==> src/rtl/mips_alu_pkg.sv <==
// Shared constants for the ALU result stage: compare function codes and
// the packed result-entry width.
package mips_alu_pkg;

    localparam logic [2:0] CMP_NE  = 3'b000;
    localparam logic [2:0] CMP_EQ  = 3'b001;
    localparam logic [2:0] CMP_LT  = 3'b010;
    localparam logic [2:0] CMP_LTZ = 3'b101;
    localparam logic [2:0] CMP_LEZ = 3'b110;
    localparam logic [2:0] CMP_GTZ = 3'b111;

    localparam int unsigned DATA_W  = 32;
    localparam int unsigned RD_W    = 5;
    localparam int unsigned ENTRY_W = DATA_W + RD_W;

endpackage

==> src/rtl/alu_result_stage_if.sv <==
// EX-to-MEM beat bus of the ALU result stage, including flush and trap signals.
interface alu_result_stage_if;

    logic        in_valid;
    logic        in_ready;
    logic [31:0] alu_s;
    logic        alu_z;
    logic        alu_v;
    logic        alu_n;
    logic        in_sel_cmp;
    logic [2:0]  in_cmp_op;
    logic        in_trap_en;
    logic [4:0]  in_rd;
    logic [31:0] in_pc;
    logic        flush;
    logic        out_valid;
    logic        out_ready;
    logic [31:0] out_data;
    logic [4:0]  out_rd;
    logic        exc_pending;
    logic [31:0] exc_epc;
    logic        exc_ack;

    modport slave (
        input  in_valid, alu_s, alu_z, alu_v, alu_n, in_sel_cmp, in_cmp_op, in_trap_en,
        input  in_rd, in_pc, flush, out_ready, exc_ack,
        output in_ready, out_valid, out_data, out_rd, exc_pending, exc_epc
    );

    modport master (
        output in_valid, alu_s, alu_z, alu_v, alu_n, in_sel_cmp, in_cmp_op, in_trap_en,
        output in_rd, in_pc, flush, out_ready, exc_ack,
        input  in_ready, out_valid, out_data, out_rd, exc_pending, exc_epc
    );

endinterface

==> src/rtl/alu_skid_fifo.sv <==
// Small skid FIFO holding {result, rd} entries; not_full is registered so
// the upstream ready never depends combinationally on the downstream pop.
module alu_skid_fifo
    import mips_alu_pkg::*;
#(
    parameter int unsigned DEPTH = 2
) (
    input  logic               clk,
    input  logic               reset,
    input  logic               push,
    input  logic [ENTRY_W-1:0] wdata,
    input  logic               pop,
    input  logic               flush,
    output logic [ENTRY_W-1:0] rdata,
    output logic               valid,
    output logic               not_full
);

    localparam int unsigned PTR_W = $clog2(DEPTH);
    localparam int unsigned CNT_W = $clog2(DEPTH + 1);

    logic [ENTRY_W-1:0] mem_q [DEPTH];
    logic [PTR_W-1:0]   wr_ptr_q, wr_ptr_d;
    logic [PTR_W-1:0]   rd_ptr_q, rd_ptr_d;
    logic [CNT_W-1:0]   count_q, count_d;
    logic               not_full_q, not_full_d;

    // Pointers wrap naturally because DEPTH is a power of two.
    always_comb begin
        wr_ptr_d = wr_ptr_q;
        rd_ptr_d = rd_ptr_q;
        count_d  = count_q;
        if (flush) begin
            // Keep the read pointer so out_data holds across the flush.
            wr_ptr_d = rd_ptr_q;
            count_d  = '0;
        end else begin
            if (push) wr_ptr_d = wr_ptr_q + 1'b1;
            if (pop)  rd_ptr_d = rd_ptr_q + 1'b1;
            count_d = count_q + CNT_W'(push) - CNT_W'(pop);
        end
        not_full_d = count_d < CNT_W'(DEPTH);
    end

    always_ff @(posedge clk or posedge reset) begin
        if (reset) begin
            wr_ptr_q   <= '0;
            rd_ptr_q   <= '0;
            count_q    <= '0;
            not_full_q <= 1'b1;
        end else begin
            wr_ptr_q   <= wr_ptr_d;
            rd_ptr_q   <= rd_ptr_d;
            count_q    <= count_d;
            not_full_q <= not_full_d;
        end
    end

    always_ff @(posedge clk or posedge reset) begin
        if (reset) begin
            for (int i = 0; i < int'(DEPTH); i++) mem_q[i] <= '0;
        end else if (push && !flush) begin
            mem_q[wr_ptr_q] <= wdata;
        end
    end

    assign rdata    = mem_q[rd_ptr_q];
    assign valid    = count_q != '0;
    assign not_full = not_full_q;

endmodule

==> src/rtl/alu_result_stage.sv <==
// ALU result stage: selects sum or compare bit, traps on enabled signed
// overflow, and buffers results towards MEM through a 2-entry skid FIFO.
module alu_result_stage
    import mips_alu_pkg::*;
#(
    parameter int unsigned DEPTH     = 2,
    parameter logic [31:0] RESET_EPC = 32'h0000_0000
) (
    input logic               clk,
    input logic               reset,
    alu_result_stage_if.slave bus
);

    logic               cmp_bit;
    logic [31:0]        result;
    logic               accept;
    logic               trap;
    logic               push;
    logic               pop;
    logic               fifo_valid;
    logic               fifo_not_full;
    logic [ENTRY_W-1:0] head;
    logic               exc_pending_q, exc_pending_d;
    logic [31:0]        exc_epc_q, exc_epc_d;

    always_comb begin
        cmp_bit = 1'b0;
        case (bus.in_cmp_op)
            CMP_EQ:          cmp_bit = bus.alu_z;
            CMP_NE:          cmp_bit = ~bus.alu_z;
            CMP_LT, CMP_LTZ: cmp_bit = bus.alu_n;
            CMP_LEZ:         cmp_bit = bus.alu_n | bus.alu_z;
            CMP_GTZ:         cmp_bit = ~bus.alu_n & ~bus.alu_z;
            default:         cmp_bit = 1'b0;
        endcase
        result = bus.in_sel_cmp ? {31'b0, cmp_bit} : bus.alu_s;
    end

    // Both terms of in_ready are flops, so it never sees out_ready directly.
    assign bus.in_ready = fifo_not_full & ~exc_pending_q;
    assign accept       = bus.in_valid & bus.in_ready;
    assign trap         = accept & bus.in_trap_en & bus.alu_v;
    assign push         = accept & ~trap;
    assign pop          = fifo_valid & bus.out_ready;

    alu_skid_fifo #(
        .DEPTH (DEPTH)
    ) u_fifo (
        .clk      (clk),
        .reset    (reset),
        .push     (push),
        .wdata    ({result, bus.in_rd}),
        .pop      (pop),
        .flush    (bus.flush),
        .rdata    (head),
        .valid    (fifo_valid),
        .not_full (fifo_not_full)
    );

    assign bus.out_valid = fifo_valid;
    assign bus.out_data  = head[ENTRY_W-1:RD_W];
    assign bus.out_rd    = head[RD_W-1:0];

    // A trap can only be accepted while nothing is pending, so it never races an ack.
    always_comb begin
        exc_pending_d = exc_pending_q;
        exc_epc_d     = exc_epc_q;
        if (trap) begin
            exc_pending_d = 1'b1;
            exc_epc_d     = bus.in_pc;
        end else if (bus.exc_ack) begin
            exc_pending_d = 1'b0;
        end
    end

    always_ff @(posedge clk or posedge reset) begin
        if (reset) begin
            exc_pending_q <= 1'b0;
            exc_epc_q     <= RESET_EPC;
        end else begin
            exc_pending_q <= exc_pending_d;
            exc_epc_q     <= exc_epc_d;
        end
    end

    assign bus.exc_pending = exc_pending_q;
    assign bus.exc_epc     = exc_epc_q;

endmodule

==> src/flat_wrapper.sv <==
// flat-port wrapper written by rule: the top's interface ports become plain ports
module alu_result_stage_flat import mips_alu_pkg::*;
#(
    parameter int unsigned DEPTH     = 2,
    parameter logic [31:0] RESET_EPC = 32'h0000_0000
)
  (clk, reset, bus_in_valid, bus_alu_s, bus_alu_z, bus_alu_v, bus_alu_n, bus_in_sel_cmp, bus_in_cmp_op, bus_in_trap_en, bus_in_rd, bus_in_pc, bus_flush, bus_out_ready, bus_exc_ack, bus_in_ready, bus_out_valid, bus_out_data, bus_out_rd, bus_exc_pending, bus_exc_epc);
  alu_result_stage_if bus_i ();
  input logic clk;
  input logic reset;
  input wire logic [$bits(bus_i.in_valid)-1:0] bus_in_valid;
  input wire logic [$bits(bus_i.alu_s)-1:0] bus_alu_s;
  input wire logic [$bits(bus_i.alu_z)-1:0] bus_alu_z;
  input wire logic [$bits(bus_i.alu_v)-1:0] bus_alu_v;
  input wire logic [$bits(bus_i.alu_n)-1:0] bus_alu_n;
  input wire logic [$bits(bus_i.in_sel_cmp)-1:0] bus_in_sel_cmp;
  input wire logic [$bits(bus_i.in_cmp_op)-1:0] bus_in_cmp_op;
  input wire logic [$bits(bus_i.in_trap_en)-1:0] bus_in_trap_en;
  input wire logic [$bits(bus_i.in_rd)-1:0] bus_in_rd;
  input wire logic [$bits(bus_i.in_pc)-1:0] bus_in_pc;
  input wire logic [$bits(bus_i.flush)-1:0] bus_flush;
  input wire logic [$bits(bus_i.out_ready)-1:0] bus_out_ready;
  input wire logic [$bits(bus_i.exc_ack)-1:0] bus_exc_ack;
  output wire logic [$bits(bus_i.in_ready)-1:0] bus_in_ready;
  output wire logic [$bits(bus_i.out_valid)-1:0] bus_out_valid;
  output wire logic [$bits(bus_i.out_data)-1:0] bus_out_data;
  output wire logic [$bits(bus_i.out_rd)-1:0] bus_out_rd;
  output wire logic [$bits(bus_i.exc_pending)-1:0] bus_exc_pending;
  output wire logic [$bits(bus_i.exc_epc)-1:0] bus_exc_epc;
  assign bus_i.in_valid = bus_in_valid;
  assign bus_i.alu_s = bus_alu_s;
  assign bus_i.alu_z = bus_alu_z;
  assign bus_i.alu_v = bus_alu_v;
  assign bus_i.alu_n = bus_alu_n;
  assign bus_i.in_sel_cmp = bus_in_sel_cmp;
  assign bus_i.in_cmp_op = bus_in_cmp_op;
  assign bus_i.in_trap_en = bus_in_trap_en;
  assign bus_i.in_rd = bus_in_rd;
  assign bus_i.in_pc = bus_in_pc;
  assign bus_i.flush = bus_flush;
  assign bus_i.out_ready = bus_out_ready;
  assign bus_i.exc_ack = bus_exc_ack;
  assign bus_in_ready = bus_i.in_ready;
  assign bus_out_valid = bus_i.out_valid;
  assign bus_out_data = bus_i.out_data;
  assign bus_out_rd = bus_i.out_rd;
  assign bus_exc_pending = bus_i.exc_pending;
  assign bus_exc_epc = bus_i.exc_epc;
  alu_result_stage #(.DEPTH(DEPTH), .RESET_EPC(RESET_EPC)) u_core (.clk(clk), .reset(reset), .bus(bus_i));
endmodule
==> config.mk <==
export PLATFORM = sky130hd
export DESIGN_NAME = alu_result_stage_flat
export DESIGN_NICKNAME = d
export VERILOG_FILES = /design/src/rtl/mips_alu_pkg.sv /design/src/rtl/alu_result_stage_if.sv /design/src/rtl/alu_skid_fifo.sv /design/src/rtl/alu_result_stage.sv /design/src/flat_wrapper.sv
export SDC_FILE = /design/constraint.sdc
export NUM_CORES = 1
export LEC_CHECK = 0
export ABC_CLOCK_PERIOD_IN_PS = 5760
export CORE_UTILIZATION = 37
export DETAILED_ROUTE_END_ITERATION = 10
export PLACE_DENSITY = 0.77
export SLEW_MARGIN = 20
export SYNTH_ARGS = -nofsm -noshare
export SYNTH_HDL_FRONTEND = slang
export SYNTH_SLANG_ARGS = --single-unit
==> constraint.sdc <==
create_clock -name clk -period 5.76 [get_ports clk]
set_clock_uncertainty 0.05 [all_clocks]
set_input_delay 0.576 -clock clk [delete_from_list [all_inputs] [get_ports clk]]
set_output_delay 0.576 -clock clk [all_outputs]
set_load 0.01 [all_outputs]
==> results.yml, run 1 <==
outcome:
  status: "complete, no violations"
critical_path:
  crit_buf_inv: 1
  r2r-end: "u_core.u_fifo.mem_q[20]"
  r2r_cells: 3
  r2r_start: "u_core.u_fifo.not_full"
  crit_fanout: 39
  end_kind: "output port"
  rrSetupSlack_ns: 3.62
  cp-start-kind: "register"
  crit_family: "flip-flops"
  crit_slowest_cell: "dfrtp_2"
  crit_chain: "mux2_2 -> clkdlybuf4s50_1"
  startpoint: "u_core.u_fifo.rd_ptr_q"
  crit_arrival_ns: 2.29
  path_class: "register to output port"
  critPathMaxStageDelay_ns: 1.00
  required_ns: 5.13
drt:
  drc_errors: 0
  wirelength_um: 10600
  viasPerCell: 4.73
  vias: 3303
  drtIter0Drc: 82
  ant_nets: 0
  detail_route.first_pass.iterations: 4
  wl_per_cell_um: 15.2
placed_design:
  numPortBuffers: 154
  gp_congestion: 0.742
  dpl_worst_slack_ns: 3.05
  place_hpwl_um: 7170
clock_tree:
  htree_num_levels: 3
  cts.root.buffer_cell: "clkbuf_16"
  cts_buffers: 9
  clock_sinks: 112
  clockBufferDepth: 2
  cts_tree: "built"
  clk_pin_slew_ns: 0.07
  cts_setup_buffers: 0
  ctsHoldBuffers: 0
  clk_latency_ns: 0.34
  post_cts_resized: 0
hold_path:
  hp-class: "register to register"
  min_path_cells: 2
  worstHoldStart: "u_core.u_fifo.mem_q[63]"
  whs_endpoint: "u_core.u_fifo.mem_q[63]"
power:
  peakVddDrop_mv: 0.225
  p_leak_nw: 2.97
  fin_total_pwr_mw: 3.53
  power.density_nw_per_um2: 507
synthesis:
  syn_inst: 367
  synth_seq_cells: 112
  async_flop_share_pct: 100
  synth_most_common_cell: "mux2_2"
  post_synth_num_cell_types: 31
  avgSynthCellArea_um2: 13.6
  synth_top_area_cell: "dfrtp_1"
  ys.flop_type: "dfrtp_1"
  synth_nets: 452
  synth_top_cell_area_share_pct: 55.5
  synthTopCellsByCount: "112 x mux2_2, 111 x dfrtp_1, 26 x nor2b_1"
  synth_edf_count: 0
  ys_seq_area_share_pct: 56.0
  synth_area_leaders: "dfrtp_1 55%, mux2_2 25%, nor2b_1 3.2%"
  netlist_area_um2: 5010
  ys_warn_count: 0
grt:
  grt_pass1_vias: 3675
  grt_overflow_total: 0
  grt_util_all_layers_pct: 16.2
  grt_pass1_wl_um: 18100
  grt_max_degree: 59
  antenna_found_initial: 0
final_layout:
  final_nets: 602
  final_util_pct: 52.6
  layout-drive-gt1-share_pct: 28.2
  fillCellCount: 1132
  antenna_cells: 0
  areaGrowthSynthToFinish_pct: 39.0
sta:
  setup_violations: 0
  fin_setup_tns_ns: 0
  report.final.slew_viol_count: 0
  hold_slack_ns: 0.428
  hold_violations: 0
  finalCritPeriodShare_pct: 50.7
  min_period_ns: 2.92
  fin_ws_ns: 2.84
  max_freq_mhz: 343
  worst_pin_slew_ns: 0.971
  rsz0062_at_grt: "false"
  max_slew_margin_pct: 35.3
floorplan:
  die_w_um: 118
  io_pins: 155
  fp.dieArea_um2: 14000
  start_util_pct: 37.8
  design.core.area_um2: 13200
  fp.dieH_um: 118
  rows: 42
flow_run:
  cap_violations: 0
-- tightest hold or removal path, cell delays in order (launching register included) --
cell,delay [ns]
dfrtp_1,0.34
nand2_1,0.04
o21ai_0,0.06
-- registers in the layout, summed over array words and instances, names as in the netlist --
signal                  count
u_core.u_fifo.mem_q        74
u_core.bus.exc_epc         32
u_core.u_fifo.count_q       2
u_core.bus.exc_pending      1
u_core.u_fifo.not_full      1
u_core.u_fifo.rd_ptr_q      1
u_core.u_fifo.wr_ptr_q      1
-- cell usage in the layout, fill, tap and decap left out, drive strengths merged, types with 2 or more instances in the layout --
master           n
mux2           119
mux2i           11
nor2b           26
o21ai           12
buf              4
xor2             2
inv             18
nand3            2
clkinvlp         2
dfrtp          111
nand2b          13
ha               2
a31oi            2
clkbuf           9
clkdlybuf4s50  154
clkinv           3
or2              2
nand2           15
o311ai           2
nor2             3
xnor2            2
-- area by class of cell --
class                      instances  area, um2  share of cell area [%]
clock buffer                       9        225                    3.23
inverter                          16       62.6                   0.898
sequential                       112       2810                    40.3
clock inverter                     7       55.1                   0.791
timing repair buffer             158       1570                    22.6
tap                              176        220                    3.16
multi-input combinational        220       2020                    29.1
-- power by group --
| part | leakage [nW] | total (mW) | switching (mW) | internal (mW) |
|---|---|---|---|---|
| clock network | 0.132 | 0.585 | 0.288 | 0.297 |
| registers | 1.39 | 1.40 | 0.240 | 1.16 |
| logic | 1.45 | 1.54 | 0.528 | 1.01 |
| total | 2.97 | 3.53 | 1.06 | 2.47 |
-- metal layers --
layer  vias to the layer above  global-route usage [%]  share of wire [%]
li1                       1553                       -                  -
met1                      1632                    20.2                 45
met2                       107                    27.5                 49
met3                        11                    3.19                5.2
met4                         0                    6.73                1.7
met5                         -                       0                  0
-- metrics by stage --
stage | area (um2) | instances
finish | 6960 | 698
global route | 6960 | 698
CTS | 6960 | 698
detailed placement | 6680 | 682
global placement | 6680 | 682
floorplan | 5010 | 367
-- kinds of logic (layout without fill, tap and decap cells) --
logic type      after synthesis  in the layout  share of synthesized area (%)
xor+xnor                      4              4                          0.700
compound gates               19             19                           2.17
fa+ha+maj                     2              2                          0.500
mux                         130            130                           29.5
buf+inv                      35            190                           3.72
simple gates                 65             65                           7.44
flops                       112            112                           56.0
-- worst max-delay path by stage --
stage / endpoint / cells past startpoint / slack, ns
6_report: bus_out_data[21] / 2 / 2.84
5_1_grt: bus_out_data[30] / 2 / 2.70
3_3_place_gp: u_core.u_fifo.mem_q[17] / 4 / 3.08
4_1_cts: bus_out_data[4] / 2 / 2.78
2_1_floorplan: u_core.bus.exc_epc[0] / 1 / 2.18
3_5_place_dp: u_core.u_fifo.mem_q[20] / 4 / 3.05
(Power assumes the default switching activity.)
==> inputs of run 2 (changes only) <==
--- a/config.mk
+++ b/config.mk
@@ -5,7 +5,7 @@
 export SDC_FILE = /design/constraint.sdc
 export NUM_CORES = 1
 export LEC_CHECK = 0
-export ABC_CLOCK_PERIOD_IN_PS = 5760
+export ABC_CLOCK_PERIOD_IN_PS = 2700
 export CORE_UTILIZATION = 37
 export DETAILED_ROUTE_END_ITERATION = 10
 export PLACE_DENSITY = 0.77
==> constraint.sdc (replaced) <==
create_clock -name clk -period 2.7 [get_ports clk]
set_clock_uncertainty 0.05 [all_clocks]
set_input_delay 0.27 -clock clk [delete_from_list [all_inputs] [get_ports clk]]
set_output_delay 0.27 -clock clk [all_outputs]
set_load 0.01 [all_outputs]
==> run 2 against run 1 <==
  * Die area unchanged
  * Final cell count up 0.29%
  * Flip-flop and latch count unchanged
  * Critical endpoint unchanged
  * Largest power group unchanged
==> results.yml, run 2 (same netlist as run 1, synthesis figures left out) <==
outcome:
  status: "complete, no violations"
drt:
  detail_route.first_pass.iterations: 4
  ant_nets: 0
  vias: 3309
  wirelength_um: 10600
  viasPerCell: 4.73
  drc_errors: 0
  drtIter0Drc: 141
  wl_per_cell_um: 15.2
clock_tree:
  clock_sinks: 112
  clockBufferDepth: 2
  cts.root.buffer_cell: "clkbuf_16"
  post_cts_resized: 0
  clk_pin_slew_ns: 0.07
  ctsHoldBuffers: 0
  htree_num_levels: 3
  cts_tree: "built"
  cts_setup_buffers: 0
  clk_latency_ns: 0.34
  cts_buffers: 9
grt:
  grt_max_degree: 113
  grt_util_all_layers_pct: 16.0
  grt_pass1_vias: 3582
  antenna_found_initial: 0
  grt_pass1_wl_um: 17800
  grt_overflow_total: 0
final_layout:
  final_cell_area_um2: 7030
  antenna_cells: 0
  fillCellCount: 1112
  final_nets: 606
  top_register: "u_core.u_fifo.mem_q"
  stdcell_count: 700
  final_cell_mix: "154 x clkdlybuf4s50_1, 112 x mux2_2, 110 x dfrtp_1"
  layout_commonest_cell: "clkdlybuf4s50_1"
  largest_register_ff_count: 74
  layout-drive-gt1-share_pct: 28.2
  areaGrowthSynthToFinish_pct: 40.3
critical_path:
  crit_family: "buffers and inverters"
  crit_arrival_ns: 1.84
  r2r_cells: 8
  end_kind: "output port"
  crit_chain: "buf_12 -> mux2_2 -> clkdlybuf4s50_1"
  crit_buf_inv: 2
  rrSetupSlack_ns: 0.75
  crit_fanout: 39
  required_ns: 2.38
  crit_slowest_cell: "clkdlybuf4s50_1"
  r2r-end: "u_core.u_fifo.count_q[1]"
  critPathMaxStageDelay_ns: 0.48
  r2r_start: "u_core.u_fifo.count_q[1]"
  cp-start-kind: "register"
  path_class: "register to output port"
power:
  peakVddDrop_mv: 0.400
  pwr-share-clk_pct: 16.7
  internal-power_mw: 5.39
  switching_share_pct: 29.2
  combPwrFrac_pct: 45.5
  power.density_nw_per_um2: 1080
  p_leak_nw: 3.00
  p_seq_share_pct: 37.8
  power.net_switching_mw: 2.22
sta:
  hold_violations: 0
  min_period_ns: 2.16
  worst_pin_slew_ns: 0.603
  setup_violations: 0
  max_freq_mhz: 462
  finalCritPeriodShare_pct: 80.1
  fin_setup_tns_ns: 0
  max_slew_margin_pct: 59.8
  report.final.slew_viol_count: 0
  rsz0062_at_grt: "false"
floorplan:
  fp.dieArea_um2: 14000
  start_util_pct: 37.8
  rows: 42
  fp.dieH_um: 118
  die_w_um: 118
  io_pins: 155
  design.core.area_um2: 13200
placed_design:
  placed_area_um2: 6750
  place_hpwl_um: 7250
  numPortBuffers: 154
  placed_cells: 686
  gp_congestion: 0.744
hold_path:
  hp-class: "input port to asynchronous set/reset pin"
flow_run:
  cap_violations: 0
==> run 2: through the flow <==
| stage | setup WS (ns) | hold slack (ns) | util (%) | power, mW |
|---|---|---|---|---|
| 2_1_floorplan | 0.823 | 0.286 | - | 4.66 |
| 3_3_place_gp | 0.535 | 0.408 | 51.0 | 6.29 |
| 3_5_place_dp | 0.497 | 0.420 | 51.0 | 6.41 |
| 4_1_cts | 0.517 | 0.425 | 53.1 | 7.72 |
| 5_1_grt | 0.477 | 0.459 | 53.1 | 8.08 |
| 6_report | 0.536 | 0.395 | 53.1 | 7.62 |
==> run 2: per-layer routing <==
layer / up-vias / share of wire, % / track usage, % / wire, um
met2: 114 / 47 / 26.5 / 5030
met4: 0 / 1.8 / 6.33 / 193
met1: 1619 / 45 / 20.4 / 4780
li1: 1563 / - / - / -
met3: 13 / 5.8 / 3.52 / 617
met5: - / 0 / 0 / 0
==> run 2: tightest hold or removal path, cell delays in order <==
cell,delay (ns)
clkdlybuf4s50_1,0.44
clkinvlp_4,0.09
buf_12,0.45
==> run 2: worst max-delay path by stage <==
stage | from | to | cells past startpoint
floorplan | u_core.u_fifo.count_q[1] | u_core.u_fifo.count_q[1] | 8
global placement | bus_in_valid | u_core.u_fifo.count_q[1] | 9
detailed placement | bus_in_valid | u_core.u_fifo.count_q[1] | 9
CTS | u_core.u_fifo.rd_ptr_q | bus_out_data[26] | 3
global route | u_core.u_fifo.rd_ptr_q | bus_out_data[13] | 3
finish | u_core.u_fifo.rd_ptr_q | bus_out_data[21] | 3
==> run 2: final cells by class <==
class	count	area (um2)	share of cell area, %
Clock buffer	10	229	3.26
Clock inverter	4	47.5	0.677
Inverter	16	63.8	0.908
Multi-Input combinational cell	220	2020	28.8
Sequential cell	112	2810	39.9
Tap cell	176	220	3.13
Timing Repair Buffer	162	1640	23.3
==> run 2: power groups by stage <==
stage                     clock [mW]  combinational, mW  sequential [mW]
after global routing            1.38               3.71             2.99
final                           1.27               3.46             2.88
after global placement             0               3.44             2.86
after CTS                       1.32               3.51             2.88
after detailed placement           0               3.50             2.91
after floorplan                    0               1.74             2.92
==> inputs of run 3 (changes only) <==
--- a/config.mk
+++ b/config.mk
@@ -5,7 +5,7 @@
 export SDC_FILE = /design/constraint.sdc
 export NUM_CORES = 1
 export LEC_CHECK = 0
-export ABC_CLOCK_PERIOD_IN_PS = 2700
+export ABC_CLOCK_PERIOD_IN_PS = 2150
 export CORE_UTILIZATION = 37
 export DETAILED_ROUTE_END_ITERATION = 10
 export PLACE_DENSITY = 0.77
==> constraint.sdc (replaced) <==
create_clock -name clk -period 2.15 [get_ports clk]
set_clock_uncertainty 0.05 [all_clocks]
set_input_delay 0.215 -clock clk [delete_from_list [all_inputs] [get_ports clk]]
set_output_delay 0.215 -clock clk [all_outputs]
set_load 0.01 [all_outputs]
==> run 3 against run 2 <==
  * First-iteration DRC count is 38% lower
  * Combinational power is 28% higher
  * Non-clock buffer count is 3 higher
  * Flip-flop and latch count stayed put
  * Critical path depth stayed put
  * Global-route usage is 0.10 points higher
  * Count of clock-buffer cells in the layout is 1 higher
  * Hold slack worse by 0.072 ns
  * Via count is 0.27% lower
==> results.yml, run 3 (same netlist as run 1, synthesis figures left out) <==
critical_path:
  crit_family: "buffers and inverters"
  r2r_cells: 8
  crit_slowest_cell: "clkdlybuf4s50_1"
  crit_chain: "clkbuf_16 -> mux2_2 -> clkdlybuf4s50_1"
  crit_fanout: 19
  required_ns: 1.88
  end_kind: "output port"
  cp-start-kind: "register"
  crit_buf_inv: 2
  crit_arrival_ns: 1.84
  critPathMaxStageDelay_ns: 0.48
  path_class: "register to output port"
  path_depth: 3
floorplan:
  rows: 42
  die_w_um: 118
  design.core.area_um2: 13200
  fp.dieH_um: 118
  fp.dieArea_um2: 14000
  io_pins: 155
  start_util_pct: 37.8
clock_tree:
  clockBufferDepth: 2
  clock_sinks: 112
  cts_setup_buffers: 0
  cts_tree: "built"
  clk_latency_ns: 0.34
  cts.root.buffer_cell: "clkbuf_16"
  htree_num_levels: 3
  cts_buffers: 9
  post_cts_resized: 0
  ctsHoldBuffers: 0
  clk_pin_slew_ns: 0.07
placed_design:
  place_hpwl_um: 7330
  dpl_worst_slack_ns: 0.127
  numPortBuffers: 154
  gp_congestion: 0.735
drt:
  detail_route.first_pass.iterations: 4
  viasPerCell: 4.68
  wirelength_um: 11000
  ant_nets: 0
  vias: 3300
  drtIter0Drc: 87
  wl_per_cell_um: 15.5
  drc_errors: 0
grt:
  grt_pass1_vias: 3643
  grt_overflow_total: 0
  grt_util_all_layers_pct: 16.1
  grt_max_degree: 113
  antenna_found_initial: 0
  grt_pass1_wl_um: 18000
sta:
  max_slew_margin_pct: 59.1
  rsz0062_at_grt: "false"
  fin_ws_ns: 0.0491
  setup_violations: 0
  report.final.slew_viol_count: 0
  hold_slack_ns: 0.323
  hold_violations: 0
  worst_pin_slew_ns: 0.613
  min_period_ns: 2.10
  max_freq_mhz: 476
  finalCritPeriodShare_pct: 97.7
  fin_setup_tns_ns: 0
power:
  p_leak_nw: 3.07
  peakVddDrop_mv: 0.621
  power.density_nw_per_um2: 1380
outcome:
  status: "complete, no violations"
final_layout:
  antenna_cells: 0
  largest_register_ff_count: 74
  areaGrowthSynthToFinish_pct: 43.0
  final_cell_mix: "154 x clkdlybuf4s50_1, 112 x mux2_2, 110 x dfrtp_1"
  layout-drive-gt1-share_pct: 29.1
  top_register: "u_core.u_fifo.mem_q"
  layout_commonest_cell: "clkdlybuf4s50_1"
  fillCellCount: 1112
  final_nets: 609
hold_path:
  hp-class: "input port to asynchronous set/reset pin"
flow_run:
  cap_violations: 0
## run 3: path summary, 6_finish.rpt
path                                     startpoint                        to  slack, ns
min                                           reset   u_core.u_fifo.mem_q[39]       0.32
min in group clk                      bus_alu_s[31]   u_core.u_fifo.mem_q[36]       0.42
max reg2reg                u_core.u_fifo.count_q[1]  u_core.u_fifo.count_q[1]       0.21
max in group asynchronous                     reset   u_core.u_fifo.mem_q[25]       1.24
min reg2reg                 u_core.u_fifo.mem_q[72]   u_core.u_fifo.mem_q[72]       0.44
max                          u_core.u_fifo.rd_ptr_q           bus_out_data[4]       0.05
## run 3: layout make-up
type | count | area, um2 | area share, %
flip-flops and latches | 112 | 2810 | 39.2
multi-input cells | 220 | 2020 | 28.3
repair buffers | 165 | 1720 | 24.0
clock buffers | 11 | 253 | 3.53
well taps | 176 | 220 | 3.08
clock inverters | 5 | 78.8 | 1.10
inverters | 16 | 63.8 | 0.891
## run 3: where the power goes
part,internal [mW],leakage (nW),switching (mW)
logic,2.82,1.51,1.60
registers,3.13,1.39,0.516
clock network,1.08,0.165,0.741
total,7.03,3.07,2.86
## run 3: per-layer routing
layer / track usage, % / share of wire, % / vias up
li1: - / - / 1574
met1: 20.2 / 44 / 1603
met2: 27.0 / 49 / 111
met3: 3.57 / 5.5 / 12
met4: 6.49 / 1.4 / 0
met5: 0 / 0 / -
## run 3: worst reg2reg max path, cell delays in order, from the launching register on
cell and delay (ns):
dfrtp_1 0.39, or2_2 0.30, and2_1 0.18, ha_1 0.27, inv_1 0.04, ha_1 0.18, xnor2_1 0.12, or2_2 0.29
inv_1 0.06
## run 3: metrics by stage
stage          total power, mW  utilization, %  cells  area, um2
3_3_place_gp              7.93            51.4    688       6800
2_1_floorplan             5.85               -    367       5010
6_report                  9.89            54.1    705       7160
3_5_place_dp              8.08            51.4    688       6800
5_1_grt                   10.5            54.1    705       7160
4_1_cts                   9.96            53.9    704       7140
